<file path="src/rtl/load_store_unit_if.sv">
// Core request/response and word-memory bus bundle for the load/store unit.
// slave = the load/store unit itself; master = core + memory side.
interface load_store_unit_if;
    logic        req_valid;
    logic        req_ready;
    logic        req_write;
    logic [2:0]  req_funct3;
    logic [31:0] req_addr;
    logic [31:0] req_wdata;
    logic        resp_valid;
    logic [31:0] resp_rdata;
    logic        resp_error;
    logic        mem_read_enable;
    logic [31:0] mem_read_address;
    logic [31:0] mem_read_value;
    logic        mem_write_enable;
    logic [31:0] mem_write_address;
    logic [31:0] mem_write_value;

    modport slave (
        input  req_valid, req_write, req_funct3, req_addr, req_wdata, mem_read_value,
        output req_ready, resp_valid, resp_rdata, resp_error,
        output mem_read_enable, mem_read_address, mem_write_enable, mem_write_address, mem_write_value
    );

    modport master (
        output req_valid, req_write, req_funct3, req_addr, req_wdata, mem_read_value,
        input  req_ready, resp_valid, resp_rdata, resp_error,
        input  mem_read_enable, mem_read_address, mem_write_enable, mem_write_address, mem_write_value
    );
endinterface

</file>
<file path="src/rtl/load_store_unit.sv">
// RV32I load/store unit driving a word-indexed memory: lane extraction, sign extension,
// read-modify-write for sub-word stores, and alignment/range/funct3 fault detection.
module load_store_unit #(
    parameter int MEM_WORDS    = 1024,
    parameter int READ_LATENCY = 1
) (
    input  logic clock,
    input  logic reset,
    load_store_unit_if.slave bus
);
    typedef enum logic [2:0] {
        S_IDLE = 3'd0,
        S_RD   = 3'd1,
        S_WAIT = 3'd2,
        S_WR   = 3'd3,
        S_RESP = 3'd4
    } state_t;

    localparam int CNT_W = (READ_LATENCY > 1) ? $clog2(READ_LATENCY) : 1;
    localparam logic [CNT_W-1:0] CNT_LAST = CNT_W'(READ_LATENCY - 1);

    function automatic logic req_fault(input logic write, input logic [2:0] f3, input logic [31:0] addr);
        logic bad_f3;
        logic misal;
        logic oor;
        bad_f3 = write ? (f3 > 3'd2) : ((f3 == 3'b011) || (f3[2:1] == 2'b11));
        case (f3[1:0])
            2'b01:   misal = addr[0];
            2'b10:   misal = (addr[1:0] != 2'b00);
            default: misal = 1'b0;
        endcase
        oor = ({2'b00, addr[31:2]} >= 32'(MEM_WORDS));
        return bad_f3 | misal | oor;
    endfunction

    function automatic logic [31:0] load_extract(input logic [31:0] word, input logic [2:0] f3, input logic [1:0] off);
        logic [7:0]  b;
        logic [15:0] h;
        b = word[{off, 3'b000} +: 8];
        h = off[1] ? word[31:16] : word[15:0];
        case (f3)
            3'b000:  return {{24{b[7]}}, b};
            3'b001:  return {{16{h[15]}}, h};
            3'b010:  return word;
            3'b100:  return {24'h000000, b};
            3'b101:  return {16'h0000, h};
            default: return 32'h00000000;
        endcase
    endfunction

    // Only the addressed lane is replaced; the rest of the fetched word is written back as-is.
    function automatic logic [31:0] store_merge(input logic [31:0] word, input logic [15:0] data,
                                                input logic [1:0] f3, input logic [1:0] off);
        logic [31:0] mask;
        logic [31:0] lane;
        case (f3)
            2'b00: begin
                mask = 32'h000000FF << {off, 3'b000};
                lane = {4{data[7:0]}};
            end
            2'b01: begin
                mask = off[1] ? 32'hFFFF0000 : 32'h0000FFFF;
                lane = {2{data}};
            end
            default: begin
                mask = 32'h00000000;
                lane = 32'h00000000;
            end
        endcase
        return (word & ~mask) | (lane & mask);
    endfunction

    state_t           r_state;
    logic [CNT_W-1:0] r_cnt;
    logic             r_write;
    logic [2:0]       r_funct3;
    logic [31:0]      r_addr;
    logic [15:0]      r_wdata;
    logic             r_req_ready;
    logic             r_resp_valid;
    logic [31:0]      r_resp_rdata;
    logic             r_resp_error;
    logic             r_rd_en;
    logic [31:0]      r_rd_addr;
    logic             r_wr_en;
    logic [31:0]      r_wr_addr;
    logic [31:0]      r_wr_val;
    logic             w_accept;
    logic             w_fault;

    assign w_accept = bus.req_valid && r_req_ready;
    assign w_fault  = req_fault(bus.req_write, bus.req_funct3, bus.req_addr);

    // Sequencer; every output is registered on the same edge as the state it belongs to.
    always_ff @(posedge clock or posedge reset) begin
        if (reset) begin
            r_state      <= S_IDLE;
            r_cnt        <= '0;
            r_write      <= 1'b0;
            r_funct3     <= 3'b000;
            r_addr       <= 32'h00000000;
            r_wdata      <= 16'h0000;
            r_req_ready  <= 1'b1;
            r_resp_valid <= 1'b0;
            r_resp_rdata <= 32'h00000000;
            r_resp_error <= 1'b0;
            r_rd_en      <= 1'b0;
            r_rd_addr    <= 32'h00000000;
            r_wr_en      <= 1'b0;
            r_wr_addr    <= 32'h00000000;
            r_wr_val     <= 32'h00000000;
        end else begin
            r_resp_valid <= 1'b0;
            r_resp_rdata <= 32'h00000000;
            r_resp_error <= 1'b0;
            case (r_state)
                S_IDLE: begin
                    if (w_accept) begin
                        r_write     <= bus.req_write;
                        r_funct3    <= bus.req_funct3;
                        r_addr      <= bus.req_addr;
                        r_wdata     <= bus.req_wdata[15:0];
                        r_req_ready <= 1'b0;
                        if (w_fault) begin
                            r_state      <= S_RESP;
                            r_resp_valid <= 1'b1;
                            r_resp_error <= 1'b1;
                        end else if (bus.req_write && (bus.req_funct3 == 3'b010)) begin
                            r_state   <= S_WR;
                            r_wr_en   <= 1'b1;
                            r_wr_addr <= {2'b00, bus.req_addr[31:2]};
                            r_wr_val  <= bus.req_wdata;
                        end else begin
                            r_state   <= S_RD;
                            r_rd_en   <= 1'b1;
                            r_rd_addr <= {2'b00, bus.req_addr[31:2]};
                        end
                    end
                end
                S_RD: begin
                    r_state <= S_WAIT;
                    r_cnt   <= '0;
                end
                S_WAIT: begin
                    if (r_cnt == CNT_LAST) begin
                        r_rd_en   <= 1'b0;
                        r_rd_addr <= 32'h00000000;
                        if (r_write) begin
                            r_state   <= S_WR;
                            r_wr_en   <= 1'b1;
                            r_wr_addr <= {2'b00, r_addr[31:2]};
                            r_wr_val  <= store_merge(bus.mem_read_value, r_wdata, r_funct3[1:0], r_addr[1:0]);
                        end else begin
                            r_state      <= S_RESP;
                            r_resp_valid <= 1'b1;
                            r_resp_rdata <= load_extract(bus.mem_read_value, r_funct3, r_addr[1:0]);
                        end
                    end else begin
                        r_cnt <= r_cnt + CNT_W'(1);
                    end
                end
                S_WR: begin
                    r_state      <= S_RESP;
                    r_wr_en      <= 1'b0;
                    r_wr_addr    <= 32'h00000000;
                    r_wr_val     <= 32'h00000000;
                    r_resp_valid <= 1'b1;
                end
                S_RESP: begin
                    r_state     <= S_IDLE;
                    r_req_ready <= 1'b1;
                end
                default: begin
                    r_state     <= S_IDLE;
                    r_req_ready <= 1'b1;
                    r_rd_en     <= 1'b0;
                    r_rd_addr   <= 32'h00000000;
                    r_wr_en     <= 1'b0;
                    r_wr_addr   <= 32'h00000000;
                    r_wr_val    <= 32'h00000000;
                end
            endcase
        end
    end

    assign bus.req_ready         = r_req_ready;
    assign bus.resp_valid        = r_resp_valid;
    assign bus.resp_rdata        = r_resp_rdata;
    assign bus.resp_error        = r_resp_error;
    assign bus.mem_read_enable   = r_rd_en;
    assign bus.mem_read_address  = r_rd_addr;
    assign bus.mem_write_enable  = r_wr_en;
    assign bus.mem_write_address = r_wr_addr;
    assign bus.mem_write_value   = r_wr_val;
endmodule

</file>
<file path="src/flat_wrapper.sv">
// flat-port wrapper written by rule: the top's interface ports become plain ports
module load_store_unit_flat 
#(
    parameter int MEM_WORDS    = 1024,
    parameter int READ_LATENCY = 1
)
  (clock, reset, bus_req_valid, bus_req_write, bus_req_funct3, bus_req_addr, bus_req_wdata, bus_mem_read_value, bus_req_ready, bus_resp_valid, bus_resp_rdata, bus_resp_error, bus_mem_read_enable, bus_mem_read_address, bus_mem_write_enable, bus_mem_write_address, bus_mem_write_value);
  load_store_unit_if bus_i ();
  input  logic clock;
  input  logic reset;
  input wire logic [$bits(bus_i.req_valid)-1:0] bus_req_valid;
  input wire logic [$bits(bus_i.req_write)-1:0] bus_req_write;
  input wire logic [$bits(bus_i.req_funct3)-1:0] bus_req_funct3;
  input wire logic [$bits(bus_i.req_addr)-1:0] bus_req_addr;
  input wire logic [$bits(bus_i.req_wdata)-1:0] bus_req_wdata;
  input wire logic [$bits(bus_i.mem_read_value)-1:0] bus_mem_read_value;
  output wire logic [$bits(bus_i.req_ready)-1:0] bus_req_ready;
  output wire logic [$bits(bus_i.resp_valid)-1:0] bus_resp_valid;
  output wire logic [$bits(bus_i.resp_rdata)-1:0] bus_resp_rdata;
  output wire logic [$bits(bus_i.resp_error)-1:0] bus_resp_error;
  output wire logic [$bits(bus_i.mem_read_enable)-1:0] bus_mem_read_enable;
  output wire logic [$bits(bus_i.mem_read_address)-1:0] bus_mem_read_address;
  output wire logic [$bits(bus_i.mem_write_enable)-1:0] bus_mem_write_enable;
  output wire logic [$bits(bus_i.mem_write_address)-1:0] bus_mem_write_address;
  output wire logic [$bits(bus_i.mem_write_value)-1:0] bus_mem_write_value;
  assign bus_i.req_valid = bus_req_valid;
  assign bus_i.req_write = bus_req_write;
  assign bus_i.req_funct3 = bus_req_funct3;
  assign bus_i.req_addr = bus_req_addr;
  assign bus_i.req_wdata = bus_req_wdata;
  assign bus_i.mem_read_value = bus_mem_read_value;
  assign bus_req_ready = bus_i.req_ready;
  assign bus_resp_valid = bus_i.resp_valid;
  assign bus_resp_rdata = bus_i.resp_rdata;
  assign bus_resp_error = bus_i.resp_error;
  assign bus_mem_read_enable = bus_i.mem_read_enable;
  assign bus_mem_read_address = bus_i.mem_read_address;
  assign bus_mem_write_enable = bus_i.mem_write_enable;
  assign bus_mem_write_address = bus_i.mem_write_address;
  assign bus_mem_write_value = bus_i.mem_write_value;
  load_store_unit #(.MEM_WORDS(MEM_WORDS), .READ_LATENCY(READ_LATENCY)) u_core (.clock(clock), .reset(reset), .bus(bus_i));
endmodule
</file>
<file path="config.mk">
export PLATFORM = sky130hd
export DESIGN_NAME = load_store_unit_flat
export DESIGN_NICKNAME = d
export VERILOG_FILES = /design/src/rtl/load_store_unit_if.sv /design/src/rtl/load_store_unit.sv /design/src/flat_wrapper.sv
export SDC_FILE = /design/constraint.sdc
export NUM_CORES = 1
export LEC_CHECK = 0
export CORE_MARGIN = 10
export CORE_UTILIZATION = 54
export CTS_BUF_LIST = sky130_fd_sc_hd__clkbuf_4 sky130_fd_sc_hd__clkbuf_8
export DETAILED_ROUTE_END_ITERATION = 12
export HOLD_SLACK_MARGIN = 0.02
export MAX_ROUTING_LAYER = met4
export PLACE_DENSITY = 0.95
export SYNTH_ARGS = -nofsm -noshare
export SYNTH_HDL_FRONTEND = slang
export SYNTH_SLANG_ARGS = --single-unit
</file>
<file path="constraint.sdc">
create_clock -name clock -period 14.9 [get_ports clock]
set_input_delay 4.47 -clock clock [delete_from_list [all_inputs] [get_ports clock]]
set_output_delay 4.47 -clock clock [all_outputs]
set_load 0.01 [all_outputs]
</file>
==> parameters.txt <==
Parameter                              Value

CTS
  Number of buffers created by CTS    17
  Post-cts gate resize count    0
  Root buf cell    sky130_fd_sc_hd__clkbuf_8
  Hold buffer count at cts    0
  H-tree lvl count    4
  Longest Clk Path Bufs    2
  Insertion delay of the later-clocked pin in the worst-skew pair    roughly 0.48 ns
  CTS sink count    184
  Post-CTS setup buffer count    0
  Clock transition at the registers of the reported paths    roughly 0.09 ns
  TritonCTS clock tree    done

Pwr
  Switching power total    about 660 uW
  Clk network pwr share    between 20% and 30%
  PD cells    162 nW/um2
  Leakage power    between 0.005 and 0.006 uW
  Internal power    approximately 1200 uW
  Combinational power share    36.6%
  Max rail drop VDD    roughly 110 uV
  Sequential share of power    roughly 43%
  Total Power Consumption    about 1800 uW
  Switching share of total power    ~36%

Drt
  Vias after detailed routing    ~7000
  Total wire length    approximately 26 mm
  Detailed-routing iteration count for the pre-antenna-repair pass    7
  DRC violations left    0
  Drt wl/cell    roughly 21 um
  Number of nets with antenna violations after detailed routing    0
  Via-to-Cell Ratio    between 5 and 6
  Detailed Route Iter0 Violations    between 900 and 1000

Logic synthesis
  Mapped Area    about 8400 um2
  Register bit count reported by yosys    184
  Fraction of post-synthesis cell area in the top cell type by area    54.4%
  Number of unique standard cell types used by synthesis    between 50 and 60
  Share of flip-flops with an asynchronous set or reset    100%
  Warnings from Yosys    0
  Mean Syn Cell Area    10.3 um2
  Top post-synthesis cells by area    sky130_fd_sc_hd__dfrtp_1 (54%), sky130_fd_sc_hd__nand2_1 (9.0%), sky130_fd_sc_hd__mux2i_1 (5.9%), sky130_fd_sc_hd__mux2_4 (4.3%), sky130_fd_sc_hd__o21ai_0 (2.7%)
  Number of flops mapped to enable cells by yosys    0
  Prevailing post-synth register cell    sky130_fd_sc_hd__dfrtp_1
  Register area share after synthesis    a little over half
  Post-synth top area cell    sky130_fd_sc_hd__dfrtp_1
  Number of instances in the synthesized netlist    818

Setup path
  Worst Setup Path Type    input port to flop
  Startpoint type of the worst setup path    input port
  Worst-case register-to-register setup slack    about 11 ns
  Startpoint of the worst-slack reg-to-reg timing path    u_core.r_state[2]
  Cell depth of the worst flop-to-flop path    5
  Endpoint class of the critical path    flop
  Worst flop-to-flop path endpoint    u_core.bus.mem_read_address[8]
  Critical path arrival    between 7 and 8 ns
  Required @ worst endpoint    ~15 ns
  Maximum fanout encountered on the critical timing path    62
  Ordered cell list for the critical path    clkdlybuf4s50_1, inv_1, ha_1, and3b_1, nor2b_1, o221a_1, a21boi_4, buf_4, mux2_2
  Highest cell delay on the worst timing path    around 0.73 ns
  Slowest stage cell on the critical path    sky130_fd_sc_hd__o221a_1

Die
  Die Y    about 140 um
  Floorplan die width    between 100 and 150 um
  Placeable Area    around 15000 um2
  Starting Density    55.2%
  I/O Pins    approximately 240
  Count of standard-cell rows    45
  Die Footprint    approximately 21000 um2

Global routing
  Global-route wire length before repair    a little under 40 mm
  Number of antenna violations at the first check in global routing    0
  Pin count of the biggest net entering global routing    approximately 110
  Vias in the first global route    7120
  Aggregate global-route resource usage    25.4%
  GRT overflow    0

Timing
  Worst hold margin    roughly 0.48 ns
  Post-route clock period utilization    roughly half
  Total count of hold-check failures in the final report    0
  Worst-margin pin slew    roughly 1.3 ns
  Maximum operating frequency    134 MHz
  Unrepaired setup endpoints after global routing    no
  Max-slew headroom at the worst pin    between 10% and 20%
  Sum Neg Setup Slack    0 ns
  Finish-stage setup viols    0
  Post-Route Skew    around 0.014 ns
  Final critical-path required period    ~7.4 ns
  Pins over their slew limit    0

Final layout
  Nets@finish    approximately 1100
  Diodes inserted    0
  Count of fill cells added during filler insertion    1036
  Layout area overhead    32.8%
  Share of cells above drive strength 1    under 10%
  Count of placed standard cells in the final layout, fillers left out    about 1200

Hold path
  Start point of the worst hold path    u_core.r_addr[11]
  HP Class    flop to flop
  Hold worst-path end    u_core.r_addr[11]
  Hold-critical path depth    2

Placement
  Half-perimeter wire length of the detailed placement result    between 15 and 20 mm
  Placed Cells    roughly 1200
  Final weighted congestion in routability-driven placement    a little over 0.9
  Number of input and output port buffers inserted    roughly 230

Run
  Max-cap violation count    0

Status
  Status    finished clean
-- cell usage after synthesis, types with 2 or more instances --
cell,instances
sky130_fd_sc_hd__nand2_1,201
sky130_fd_sc_hd__dfrtp_1,183
sky130_fd_sc_hd__mux2i_1,50
sky130_fd_sc_hd__o21ai_0,46
sky130_fd_sc_hd__inv_1,41
sky130_fd_sc_hd__nor2_1,32
sky130_fd_sc_hd__a21oi_1,31
sky130_fd_sc_hd__clkbuf_1,30
sky130_fd_sc_hd__mux2_4,24
sky130_fd_sc_hd__and2_1,21
sky130_fd_sc_hd__nand4_1,21
sky130_fd_sc_hd__a222oi_1,16
sky130_fd_sc_hd__a22oi_1,15
sky130_fd_sc_hd__a22o_1,10
sky130_fd_sc_hd__mux2_2,10
sky130_fd_sc_hd__buf_2,8
sky130_fd_sc_hd__buf_4,6
sky130_fd_sc_hd__nor2b_1,6
sky130_fd_sc_hd__nor4_1,5
sky130_fd_sc_hd__buf_1,4
sky130_fd_sc_hd__buf_6,4
sky130_fd_sc_hd__nand2b_1,4
sky130_fd_sc_hd__nor3_1,4
sky130_fd_sc_hd__a211oi_1,3
sky130_fd_sc_hd__buf_12,3
sky130_fd_sc_hd__ha_1,3
sky130_fd_sc_hd__a21o_1,2
sky130_fd_sc_hd__a21oi_2,2
sky130_fd_sc_hd__a31oi_1,2
sky130_fd_sc_hd__nor3b_1,2
sky130_fd_sc_hd__nor4_2,2
sky130_fd_sc_hd__or2_1,2
sky130_fd_sc_hd__or3_1,2
-- logic make-up (layout without fill, tap and decap cells) --
kind of cell	after synthesis	after routing	share of synthesized area [%]
and+or+nand+nor	315	315	16.9
AOI/OAI and AO/OA	134	134	10.6
DFF	184	184	54.7
buffers and inverters	96	306	5.60
other	1	4	0.0445
muxes	85	85	11.7
adders and majority gates	3	3	0.446
-- placed cells by master (no fill, tap or decap), types with 2 or more instances in the layout --
| cell | netlist | layout |
|---|---|---|
| sky130_fd_sc_hd__buf_4 | 6 | 3 |
| sky130_fd_sc_hd__nor2_1 | 32 | 31 |
| sky130_fd_sc_hd__inv_8 | 0 | 2 |
| sky130_fd_sc_hd__nand2b_1 | 4 | 4 |
| sky130_fd_sc_hd__or2_1 | 2 | 2 |
| sky130_fd_sc_hd__clkbuf_8 | 0 | 17 |
| sky130_fd_sc_hd__mux2_4 | 24 | 24 |
| sky130_fd_sc_hd__nand4_1 | 21 | 21 |
| sky130_fd_sc_hd__nor2b_1 | 6 | 6 |
| sky130_fd_sc_hd__a21oi_2 | 2 | 2 |
| sky130_fd_sc_hd__conb_1 | 1 | 4 |
| sky130_fd_sc_hd__or3_1 | 2 | 2 |
| sky130_fd_sc_hd__a222oi_1 | 16 | 16 |
| sky130_fd_sc_hd__a31oi_1 | 2 | 2 |
| sky130_fd_sc_hd__a21o_1 | 2 | 2 |
| sky130_fd_sc_hd__mux2i_1 | 50 | 50 |
| sky130_fd_sc_hd__inv_1 | 41 | 40 |
| sky130_fd_sc_hd__nor4_1 | 5 | 5 |
| sky130_fd_sc_hd__o21ai_0 | 46 | 46 |
| sky130_fd_sc_hd__nor4_2 | 2 | 2 |
| sky130_fd_sc_hd__inv_6 | 0 | 6 |
| sky130_fd_sc_hd__a211oi_1 | 3 | 3 |
| sky130_fd_sc_hd__ha_1 | 3 | 3 |
| sky130_fd_sc_hd__a21oi_1 | 31 | 31 |
| sky130_fd_sc_hd__bufinv_16 | 0 | 4 |
| sky130_fd_sc_hd__a22oi_1 | 15 | 15 |
| sky130_fd_sc_hd__nor2_4 | 1 | 2 |
| sky130_fd_sc_hd__and2_1 | 21 | 21 |
| sky130_fd_sc_hd__mux2_2 | 10 | 10 |
| sky130_fd_sc_hd__nor3_1 | 4 | 4 |
| sky130_fd_sc_hd__dfrtp_1 | 183 | 183 |
| sky130_fd_sc_hd__nand2_1 | 201 | 201 |
| sky130_fd_sc_hd__a22o_1 | 10 | 10 |
| sky130_fd_sc_hd__clkdlybuf4s50_1 | 0 | 231 |
-- sequential cells by signal, indices dropped and copies added, names as in the netlist --
| signal | count |
|---|---|
| u_core.bus.req_ready | 1 |
| u_core.r_wdata | 16 |
| u_core.r_funct3 | 3 |
| u_core.bus.mem_read_enable | 1 |
| u_core.bus.resp_rdata | 32 |
| u_core.r_addr | 32 |
| u_core.bus.resp_error | 1 |
| u_core.bus.resp_valid | 1 |
| u_core.r_state | 3 |
| u_core.bus.mem_read_address | 30 |
| u_core.bus.mem_write_address | 30 |
| u_core.bus.mem_write_enable | 1 |
| u_core.bus.mem_write_value | 32 |
| u_core.r_write | 1 |
-- area by class of cell --
class,instances,area (um2),share of cell area (%)
clock inverter,14,208,1.86
inverter,41,159,1.42
sequential,184,4610,41.2
clock buffer,17,234,2.09
tap,211,264,2.36
multi-input combinational,541,3380,30.2
timing repair buffer,234,2330,20.9
-- worst max path at each step --
stage	from	to	cells past startpoint
floorplan	reset	u_core.bus.mem_read_address[0]	1
global placement	bus_req_funct3[0]	u_core.bus.mem_write_value[22]	9
detailed placement	bus_req_funct3[0]	u_core.bus.mem_write_value[22]	9
CTS	bus_req_funct3[0]	u_core.bus.mem_write_value[22]	9
global route	bus_req_funct3[0]	u_core.bus.mem_write_value[22]	9
finish	bus_req_funct3[0]	u_core.bus.mem_write_value[22]	9
-- metrics by stage --
step           worst slack, ns  utilization [%]  area [um2]
6_report                  7.46             73.3       11200
3_3_place_gp              7.11             70.4       10700
3_5_place_dp              7.01             70.4       10700
4_1_cts                   7.51             73.3       11200
5_1_grt                   7.24             73.3       11200
2_1_floorplan             5.43                -        8430
-- critical path: cells and delay by family --
kind | cells | cell delay [ns]
fa+ha+maj | 1 | 0.20
mux | 1 | 0.42
compound gates | 2 | 1.01
simple gates | 2 | 0.39
buf+inv | 3 | 1.27
-- routing by layer --
metal | global-route usage (%) | up-vias | part of all wire, %
met5 | - | - | 0
met1 | 31.2 | 3509 | 39
met3 | 5.44 | 54 | 9.8
met4 | 7.50 | 0 | 2.1
met2 | 41.4 | 418 | 49
li1 | - | 3172 | -
-- power by group through the flow --
stage                     sequential, uW  clock (uW)  combinational, uW
after floorplan                      764           0                359
after global placement               767           0                639
after detailed placement             771           0                660
after CTS                            766         381                666
after global routing                 785         400                720
final                                770         379                663
(Power assumes the default switching activity.)
